$ cat src/rtl/zoom_engine_if.sv
// Request/status and frame-memory bus of the zoom engine.
// Handshake: start is a 1-cycle request honoured only while busy=0 and done=0; the operation
// ends with a 1-cycle done pulse (err qualifies it); mem_rdata answers mem_addr one cycle later.
interface zoom_engine_if #(
    parameter int PIX_W  = 8,
    parameter int ADDR_W = 18,
    parameter int DIM_W  = 10
);
    logic              start;
    logic              abort;
    logic [1:0]        mode;
    logic [ADDR_W-1:0] src_base;
    logic [ADDR_W-1:0] dst_base;
    logic [DIM_W-1:0]  src_w;
    logic [DIM_W-1:0]  src_h;
    logic [ADDR_W-1:0] mem_addr;
    logic [PIX_W-1:0]  mem_wdata;
    logic              mem_we;
    logic [PIX_W-1:0]  mem_rdata;
    logic              busy;
    logic              done;
    logic              err;
    logic [2:0]        state_dbg;

    modport master (
        output start, abort, mode, src_base, dst_base, src_w, src_h, mem_rdata,
        input  mem_addr, mem_wdata, mem_we, busy, done, err, state_dbg
    );

    modport slave (
        input  start, abort, mode, src_base, dst_base, src_w, src_h, mem_rdata,
        output mem_addr, mem_wdata, mem_we, busy, done, err, state_dbg
    );
endinterface

$ cat src/rtl/zoom_engine.sv
// Window scaler over a single-port frame memory: replicate (zoom in), block average or
// decimate (zoom out), or 1:1 copy, with row bases accumulated by stride additions.
module zoom_engine #(
    parameter int PIX_W       = 8,
    parameter int ADDR_W      = 18,
    parameter int DIM_W       = 10,
    parameter int SRC_STRIDE  = 320,
    parameter int DST_STRIDE  = 320,
    parameter int FACTOR_LOG2 = 1
) (
    input  logic          clock,
    input  logic          reset_n,
    zoom_engine_if.slave  bus
);
    localparam int ACC_W = PIX_W + 2 * FACTOR_LOG2;
    localparam logic [1:0] M_REP = 2'b00;
    localparam logic [1:0] M_AVG = 2'b01;
    localparam logic [1:0] M_DEC = 2'b10;
    localparam logic [ADDR_W-1:0] SRC_ROW_STEP = ADDR_W'(SRC_STRIDE);
    localparam logic [ADDR_W-1:0] SRC_BLK_STEP = ADDR_W'(SRC_STRIDE << FACTOR_LOG2);
    localparam logic [ADDR_W-1:0] DST_ROW_STEP = ADDR_W'(DST_STRIDE);
    localparam logic [ADDR_W-1:0] DST_BLK_STEP = ADDR_W'(DST_STRIDE << FACTOR_LOG2);

    // NEXT has no cycle of its own: counters advance in the last WR so per-pixel timing holds.
    typedef enum logic [2:0] {S_IDLE, S_RD, S_CAP, S_WR, S_NEXT, S_FIN} state_t;

    state_t state_q, state_d;
    logic [1:0]             mode_q, mode_d;
    logic [DIM_W-1:0]       nx_q, nx_d, ny_q, ny_d, x_q, x_d, y_q, y_d;
    logic [FACTOR_LOG2-1:0] i_q, i_d, j_q, j_d;
    logic [ADDR_W-1:0]      src_row_q, src_row_d, src_sub_q, src_sub_d;
    logic [ADDR_W-1:0]      dst_row_q, dst_row_d, dst_sub_q, dst_sub_d;
    logic [ACC_W-1:0]       acc_q, acc_d;
    logic [PIX_W-1:0]       pix_q, pix_d;
    logic [ADDR_W-1:0]      addr_q, addr_d;
    logic                   err_q, err_d;

    logic              in_blk, blk_mode, dims_bad;
    logic              i_last, j_last, x_last, y_last, wr_last;
    logic [ADDR_W-1:0] x_off, x_blk, rd_addr, wr_addr, src_step, dst_step;
    logic [ACC_W-1:0]  avg_sum;
    logic [PIX_W-1:0]  avg_res;

    assign in_blk   = (bus.mode == M_AVG) || (bus.mode == M_DEC);
    assign blk_mode = (mode_q == M_AVG) || (mode_q == M_DEC);
    assign dims_bad = (bus.src_w == '0) || (bus.src_h == '0) ||
                      (in_blk && ((bus.src_w[FACTOR_LOG2-1:0] != '0) ||
                                  (bus.src_h[FACTOR_LOG2-1:0] != '0)));
    assign i_last   = &i_q;
    assign j_last   = &j_q;
    assign x_last   = (x_q == nx_q - 1'b1);
    assign y_last   = (y_q == ny_q - 1'b1);
    assign wr_last  = (mode_q != M_REP) || (i_last && j_last);
    assign x_off    = ADDR_W'(x_q);
    assign x_blk    = x_off << FACTOR_LOG2;
    assign rd_addr  = src_sub_q + (blk_mode ? x_blk + ADDR_W'(i_q) : x_off);
    assign wr_addr  = (mode_q == M_REP) ? dst_sub_q + x_blk + ADDR_W'(i_q) : dst_row_q + x_off;
    assign src_step = blk_mode ? SRC_BLK_STEP : SRC_ROW_STEP;
    assign dst_step = (mode_q == M_REP) ? DST_BLK_STEP : DST_ROW_STEP;
    assign avg_sum  = acc_q + ACC_W'(bus.mem_rdata);
    assign avg_res  = PIX_W'(avg_sum >> (2 * FACTOR_LOG2));

    always_ff @(posedge clock or negedge reset_n) begin
        if (!reset_n) state_q <= S_IDLE;
        else          state_q <= state_d;
    end

    always_comb begin
        state_d = state_q;
        case (state_q)
            S_IDLE: if (bus.start) state_d = dims_bad ? S_FIN : S_RD;
            S_RD: begin
                if (bus.abort)                                         state_d = S_IDLE;
                else if ((mode_q == M_AVG) && !(i_last && j_last))     state_d = S_RD;
                else                                                   state_d = S_CAP;
            end
            S_CAP:   state_d = bus.abort ? S_IDLE : S_WR;
            S_WR: begin
                if (bus.abort)           state_d = S_IDLE;
                else if (!wr_last)       state_d = S_WR;
                else if (x_last && y_last) state_d = S_FIN;
                else                     state_d = S_RD;
            end
            default: state_d = S_IDLE;
        endcase
    end

    always_comb begin
        mode_d    = mode_q;
        nx_d      = nx_q;
        ny_d      = ny_q;
        x_d       = x_q;
        y_d       = y_q;
        i_d       = i_q;
        j_d       = j_q;
        src_row_d = src_row_q;
        src_sub_d = src_sub_q;
        dst_row_d = dst_row_q;
        dst_sub_d = dst_sub_q;
        acc_d     = acc_q;
        pix_d     = pix_q;
        err_d     = err_q;
        case (state_q)
            S_IDLE: if (bus.start) begin
                mode_d    = bus.mode;
                nx_d      = in_blk ? (bus.src_w >> FACTOR_LOG2) : bus.src_w;
                ny_d      = in_blk ? (bus.src_h >> FACTOR_LOG2) : bus.src_h;
                x_d       = '0;
                y_d       = '0;
                i_d       = '0;
                j_d       = '0;
                src_row_d = bus.src_base;
                src_sub_d = bus.src_base;
                dst_row_d = bus.dst_base;
                dst_sub_d = bus.dst_base;
                err_d     = dims_bad;
            end
            S_RD: if (mode_q == M_AVG) begin
                // Data of the previous issue arrives now; the first issue of a block has none.
                acc_d = ((i_q == '0) && (j_q == '0)) ? '0 : avg_sum;
                if (i_last) begin
                    i_d = '0;
                    if (j_last) begin
                        j_d       = '0;
                        src_sub_d = src_row_q;
                    end else begin
                        j_d       = j_q + 1'b1;
                        src_sub_d = src_sub_q + SRC_ROW_STEP;
                    end
                end else begin
                    i_d = i_q + 1'b1;
                end
            end
            S_CAP: pix_d = (mode_q == M_AVG) ? avg_res : bus.mem_rdata;
            S_WR: begin
                if (mode_q == M_REP) begin
                    if (i_last) begin
                        i_d = '0;
                        if (j_last) begin
                            j_d       = '0;
                            dst_sub_d = dst_row_q;
                        end else begin
                            j_d       = j_q + 1'b1;
                            dst_sub_d = dst_sub_q + DST_ROW_STEP;
                        end
                    end else begin
                        i_d = i_q + 1'b1;
                    end
                end
                if (wr_last) begin
                    if (x_last) begin
                        x_d = '0;
                        if (!y_last) begin
                            y_d       = y_q + 1'b1;
                            src_row_d = src_row_q + src_step;
                            src_sub_d = src_row_q + src_step;
                            dst_row_d = dst_row_q + dst_step;
                            dst_sub_d = dst_row_q + dst_step;
                        end
                    end else begin
                        x_d = x_q + 1'b1;
                    end
                end
            end
            default: ;
        endcase
    end

    always_comb begin
        bus.mem_we    = (state_q == S_WR);
        bus.mem_wdata = pix_q;
        bus.busy      = (state_q == S_RD) || (state_q == S_CAP) || (state_q == S_WR);
        bus.done      = (state_q == S_FIN);
        bus.err       = err_q;
        bus.state_dbg = state_q;
        case (state_q)
            S_RD:    bus.mem_addr = rd_addr;
            S_WR:    bus.mem_addr = wr_addr;
            default: bus.mem_addr = addr_q;
        endcase
        addr_d = bus.mem_addr;
    end

    always_ff @(posedge clock or negedge reset_n) begin
        if (!reset_n) begin
            mode_q    <= '0;
            nx_q      <= '0;
            ny_q      <= '0;
            x_q       <= '0;
            y_q       <= '0;
            i_q       <= '0;
            j_q       <= '0;
            src_row_q <= '0;
            src_sub_q <= '0;
            dst_row_q <= '0;
            dst_sub_q <= '0;
            acc_q     <= '0;
            pix_q     <= '0;
            addr_q    <= '0;
            err_q     <= 1'b0;
        end else begin
            mode_q    <= mode_d;
            nx_q      <= nx_d;
            ny_q      <= ny_d;
            x_q       <= x_d;
            y_q       <= y_d;
            i_q       <= i_d;
            j_q       <= j_d;
            src_row_q <= src_row_d;
            src_sub_q <= src_sub_d;
            dst_row_q <= dst_row_d;
            dst_sub_q <= dst_sub_d;
            acc_q     <= acc_d;
            pix_q     <= pix_d;
            addr_q    <= addr_d;
            err_q     <= err_d;
        end
    end
endmodule

$ cat src/flat_wrapper.sv
// flat-port wrapper written by rule: the top's interface ports become plain ports
module zoom_engine_flat 
#(
    parameter int PIX_W       = 8,
    parameter int ADDR_W      = 18,
    parameter int DIM_W       = 10,
    parameter int SRC_STRIDE  = 320,
    parameter int DST_STRIDE  = 320,
    parameter int FACTOR_LOG2 = 1
)
  (clock, reset_n, bus_start, bus_abort, bus_mode, bus_src_base, bus_dst_base, bus_src_w, bus_src_h, bus_mem_rdata, bus_mem_addr, bus_mem_wdata, bus_mem_we, bus_busy, bus_done, bus_err, bus_state_dbg);
  zoom_engine_if #(.PIX_W(PIX_W), .ADDR_W(ADDR_W), .DIM_W(DIM_W)) bus_i ();
  input  logic clock;
  input  logic reset_n;
  input wire logic [$bits(bus_i.start)-1:0] bus_start;
  input wire logic [$bits(bus_i.abort)-1:0] bus_abort;
  input wire logic [$bits(bus_i.mode)-1:0] bus_mode;
  input wire logic [$bits(bus_i.src_base)-1:0] bus_src_base;
  input wire logic [$bits(bus_i.dst_base)-1:0] bus_dst_base;
  input wire logic [$bits(bus_i.src_w)-1:0] bus_src_w;
  input wire logic [$bits(bus_i.src_h)-1:0] bus_src_h;
  input wire logic [$bits(bus_i.mem_rdata)-1:0] bus_mem_rdata;
  output wire logic [$bits(bus_i.mem_addr)-1:0] bus_mem_addr;
  output wire logic [$bits(bus_i.mem_wdata)-1:0] bus_mem_wdata;
  output wire logic [$bits(bus_i.mem_we)-1:0] bus_mem_we;
  output wire logic [$bits(bus_i.busy)-1:0] bus_busy;
  output wire logic [$bits(bus_i.done)-1:0] bus_done;
  output wire logic [$bits(bus_i.err)-1:0] bus_err;
  output wire logic [$bits(bus_i.state_dbg)-1:0] bus_state_dbg;
  assign bus_i.start = bus_start;
  assign bus_i.abort = bus_abort;
  assign bus_i.mode = bus_mode;
  assign bus_i.src_base = bus_src_base;
  assign bus_i.dst_base = bus_dst_base;
  assign bus_i.src_w = bus_src_w;
  assign bus_i.src_h = bus_src_h;
  assign bus_i.mem_rdata = bus_mem_rdata;
  assign bus_mem_addr = bus_i.mem_addr;
  assign bus_mem_wdata = bus_i.mem_wdata;
  assign bus_mem_we = bus_i.mem_we;
  assign bus_busy = bus_i.busy;
  assign bus_done = bus_i.done;
  assign bus_err = bus_i.err;
  assign bus_state_dbg = bus_i.state_dbg;
  zoom_engine #(.PIX_W(PIX_W), .ADDR_W(ADDR_W), .DIM_W(DIM_W), .SRC_STRIDE(SRC_STRIDE), .DST_STRIDE(DST_STRIDE), .FACTOR_LOG2(FACTOR_LOG2)) u_core (.clock(clock), .reset_n(reset_n), .bus(bus_i));
endmodule
$ cat config.mk
export PLATFORM = sky130hd
export DESIGN_NAME = zoom_engine_flat
export DESIGN_NICKNAME = d
export VERILOG_FILES = /design/src/rtl/zoom_engine_if.sv /design/src/rtl/zoom_engine.sv /design/src/flat_wrapper.sv
export SDC_FILE = /design/constraint.sdc
export NUM_CORES = 1
export LEC_CHECK = 0
export CORE_MARGIN = 10
export CORE_UTILIZATION = 58
export CTS_CLUSTER_SIZE = 20
export DETAILED_ROUTE_END_ITERATION = 10
export GPL_ROUTABILITY_DRIVEN = 1
export GPL_TIMING_DRIVEN = 0
export PLACE_DENSITY = 0.8
export SYNTH_ARGS = -nofsm -noshare
export SYNTH_HDL_FRONTEND = slang
export SYNTH_SLANG_ARGS = --single-unit
$ cat constraint.sdc
create_clock -name clock -period 6 [get_ports clock]
set_input_delay 1.2 -clock clock [delete_from_list [all_inputs] [get_ports clock]]
set_output_delay 1.2 -clock clock [all_outputs]
set_load 0.01 [all_outputs]
==> summary.md <==
| Metric | Value |
|---|---|
| Status | `finished clean` |
| Std-Cell Rows | `52` |
| Area share of the largest cell type after synthesis | `between 30% and 40%` |
| Hold crit path type | `register to register` |
| Total gr overflow | `0` |
| FF+latch area | `3904 um2` |
| Final Hold Fails | `0` |
| Die ar. | `26380 um2` |
| Setup TNS after final layout | `0 ns` |
| Max cap viols | `0` |
| Placer Congestion | `between 0.9 and 1` |
| WP data arrival | `4.64 ns` |
| Rel. slew slack | `between 10% and 20%` |
| Total Nets Final | `1681` |
| Worst Tran Pin Value | `1.214 ns` |
| Post-synth EDFFs | `0` |
| Core Area | `20100 um2` |
| CP peak stage delay | `0.51 ns` |
| WL per Instance | `21.12 um` |
| WP data required | `4.80 ns` |
| Mapped Avg Cell Area | `8.245 um2` |
| Post-DP Area | `13160 um2` |
| IO Pins | `103` |
| GRT Resource Usage Total | `28.83%` |
| Top FF cell, synth | `dfrtp_1` |
| Final instance area | `13800 um2` |
| Asr flop ratio synth | `100.0%` |
| Initial Util | `between 50 and 60%` |
| Slack of the critical path | `0.1575 ns` |
| Syn Nets | `1557` |
| DR vias/cell | `6.394` |
| Synth unique cells | `75` |
| Via count | `11720` |
| Die Wd | `162.4 um` |
| Fillers | `1666` |
| Fin util | `roughly 69%` |
| Number of global-route vias before repair | `roughly 11000` |
| Antenna diodes | `0` |
| TritonCTS clock tree | `yes` |
| IO Port Bufs | `102` |
| CP max-delay cell | `clkdlybuf4s50_1` |
| Most frequent cells after synthesis | `nand2_1, dfrtp_1, o21ai_0` |
| 1st-pass router iterations | `5` |
| Gate count after technology mapping | `roughly 1400` |
| Area of the multi-input gates | `roughly 7400 um2` |
| Placed Cells | `1800` |
| Global-route wire length before repair | `around 60000 um` |
| TritonCTS buffer count | `17` |
| Power, Total | `7.018 mW` |
| Detailed Route Iter0 Violations | `1144` |
| Largest cells by area after synthesis | `dfrtp_1, nand2_1, ha_1` |
| R2r endpoint | `u_core.dst_row_q[11]` |
| Fin crit period | `5.842 ns` |
| Leak | `between 5 and 6 nW` |
| P per Cell Area | `508.7 nW/um2` |
| Stages on worst setup path | `16` |
| WP buf/inv | `4` |
| Share of layout cells above drive strength 1 | `5.886%` |
| Top delay family on crit path | `compound AO/OA/AOI/OAI gates` |
| CP cell instances | `inv_1 -> ha_2 -> buf_6 -> clkbuf_4 -> nand2_1 -> o21ai_2 -> ha_1 -> a211o_1 -> a2111oi_4 -> o31ai_2 -> o31a_1 -> and3_1 -> xor2_1 -> a222oi_1 -> nand2_1 -> clkdlybuf4s50_1` |
| P&R area growth vs syn | `17.26%` |
| Crit-path max FO | `10` |
| Non-filler cells, final | `1833` |
| Crit path from | `u_core.mode_q[1]` |
| Slew Viols, Final | `0` |
| R2R cell count | `10` |
| Die Ht | `162.4 um` |
| Class of the most critical setup path | `register to output pin` |
| HPWL after DPL | `between 20000 and 30000 um` |
| Largest net degree at the start of global routing | `85` |
| Fmax achieved | `171.2 MHz` |
| Clock Tree Buf Depth | `2` |
| Residual DRC count | `0` |
| Initial antenna violation count | `0` |
| Synth area leader | `dfrtp_1` |
| Hold_buf cts | `0` |
| Crit. End Element | `output pin` |
| Yosys warnings | `0` |
| Reg2reg start | `u_core.bus.state_dbg[2]` |
| Count leader, synth | `nand2_1` |
| Period utilisation layout | `between 90% and 100%` |
| Mapped cell area | `11770 um2` |
| Worst-Skew Late Latency | `0.45 ns` |
| CP Launch Type | `register` |
| Clock Pin Slew Worst Setup and Hold Paths | `0.06 ns` |
| Reg2reg setup slack | `about 1.9 ns` |
| Post-route ant nets | `0` |
| Worst-case hold slack | `0.4723 ns` |
| RSZ-0062 raised after global routing | `false` |
| DP Worst Slack | `-0.3394 ns` |
| CTS H-tree depth | `4` |
| Max VDD drop | `0.2548 mV` |
| Final Skew | `0.01232 ns` |
| Final Setup Violations | `0` |
| Root Driver | `clkbuf_16` |
| Seq/Total Area, Yosys | `33.18%` |
| Clock sinks | `156` |
| Detailed Route WL | `~39000 um` |
| Crit path capture | `bus_mem_addr[13]` |
| Most common cell on crit path | `nand2_1` |
| Flops & latches, synth | `about 160` |
==> metal layers <==
metal  vias up  routed length, um  GRT usage [%]  share of wire, %
li1       5423                  -              -                 -
met1      5571              15530          36.85                40
met2       600              17370          45.36                45
met3       126               3974          6.244                10
met4         0               1843          14.14               4.8
met5         -                  0              0                 0
==> power by group <==
group | switching [mW] | total (mW) | leakage, nW | internal, mW
clock network | 0.463 | 1.09 | 0.266 | 0.629
registers | 0.449 | 1.94 | 1.93 | 1.49
logic | 2.35 | 3.98 | 3.65 | 1.63
==> registers in the layout (all words and copies together), names as in the netlist <==
name / count
u_core.ny_q: 10
u_core.src_sub_q: 18
u_core.src_row_q: 18
u_core.addr_q: 18
u_core.i_last: 1
u_core.dst_sub_q: 18
u_core.bus.state_dbg: 3
u_core.bus.mem_wdata: 8
u_core.x_q: 10
u_core.dst_row_q: 18
u_core.nx_q: 10
u_core.acc_q: 10
u_core.mode_q: 2
u_core.y_q: 10
u_core.bus.err: 1
u_core.j_last: 1
==> layout make-up <==
class	count	share of cell area (%)
Buffer	80	2.394
Inverter	35	0.9523
Timing Repair Buffer	105	7.745
Tap cell	270	2.449
Sequential cell	156	28.30
Clock inverter	11	0.8707
Multi-Input combinational cell	1156	53.98
Clock buffer	20	3.310
==> cell families after synthesis <==
family | count (synthesis) | synth area share [%]
AOI/OAI and AO/OA | 429 | 23.28
xor gates and xnor gates | 94 | 6.998
adders and majority gates | 60 | 6.764
buffers and inverters | 115 | 3.829
DFF | 156 | 33.18
muxes | 62 | 5.732
and+or+nand+nor | 511 | 20.22
==> worst register-to-register path, delay by kind of cell (launching register included) <==
family                 cells  cell delay, ns
DFF                        1            0.48
and+or+nand+nor            3            0.80
buffers and inverters      3            1.30
AOI/OAI and AO/OA          4            1.40
==> layout by cell type, fill, tap and decap left out, drive strengths merged, types with 35 or more instances in the layout <==
cell type,Yosys,layout
nand2,198,198
dfrtp,156,156
o21ai,137,137
nor2,120,120
a21oi,106,106
clkdlybuf4s50,0,101
clkbuf,59,78
xnor2,61,61
ha,54,54
nand3,44,44
mux2i,37,37
inv,35,35
==> what timing repair did <==
action                                  4_1_cts  5_1_grt
gates resized for setup                       8        5
buffers inserted                              2        0
endpoints found under the setup margin       11        5
pin swaps                                     1        1
==> worst min path at each step <==
stage | from | endpoint | slack [ns] | cells after the start
after floorplan | u_core.src_row_q[0] | u_core.src_row_q[0] | 0.44 | 2
after global placement | u_core.src_row_q[0] | u_core.src_row_q[0] | 0.45 | 2
after detailed placement | u_core.src_row_q[0] | u_core.src_row_q[0] | 0.46 | 2
after CTS | u_core.src_row_q[0] | u_core.src_row_q[0] | 0.48 | 2
after global routing | u_core.src_row_q[1] | u_core.src_row_q[1] | 0.49 | 2
final | u_core.src_row_q[0] | u_core.src_row_q[0] | 0.47 | 2
(Power assumes the default switching activity.)
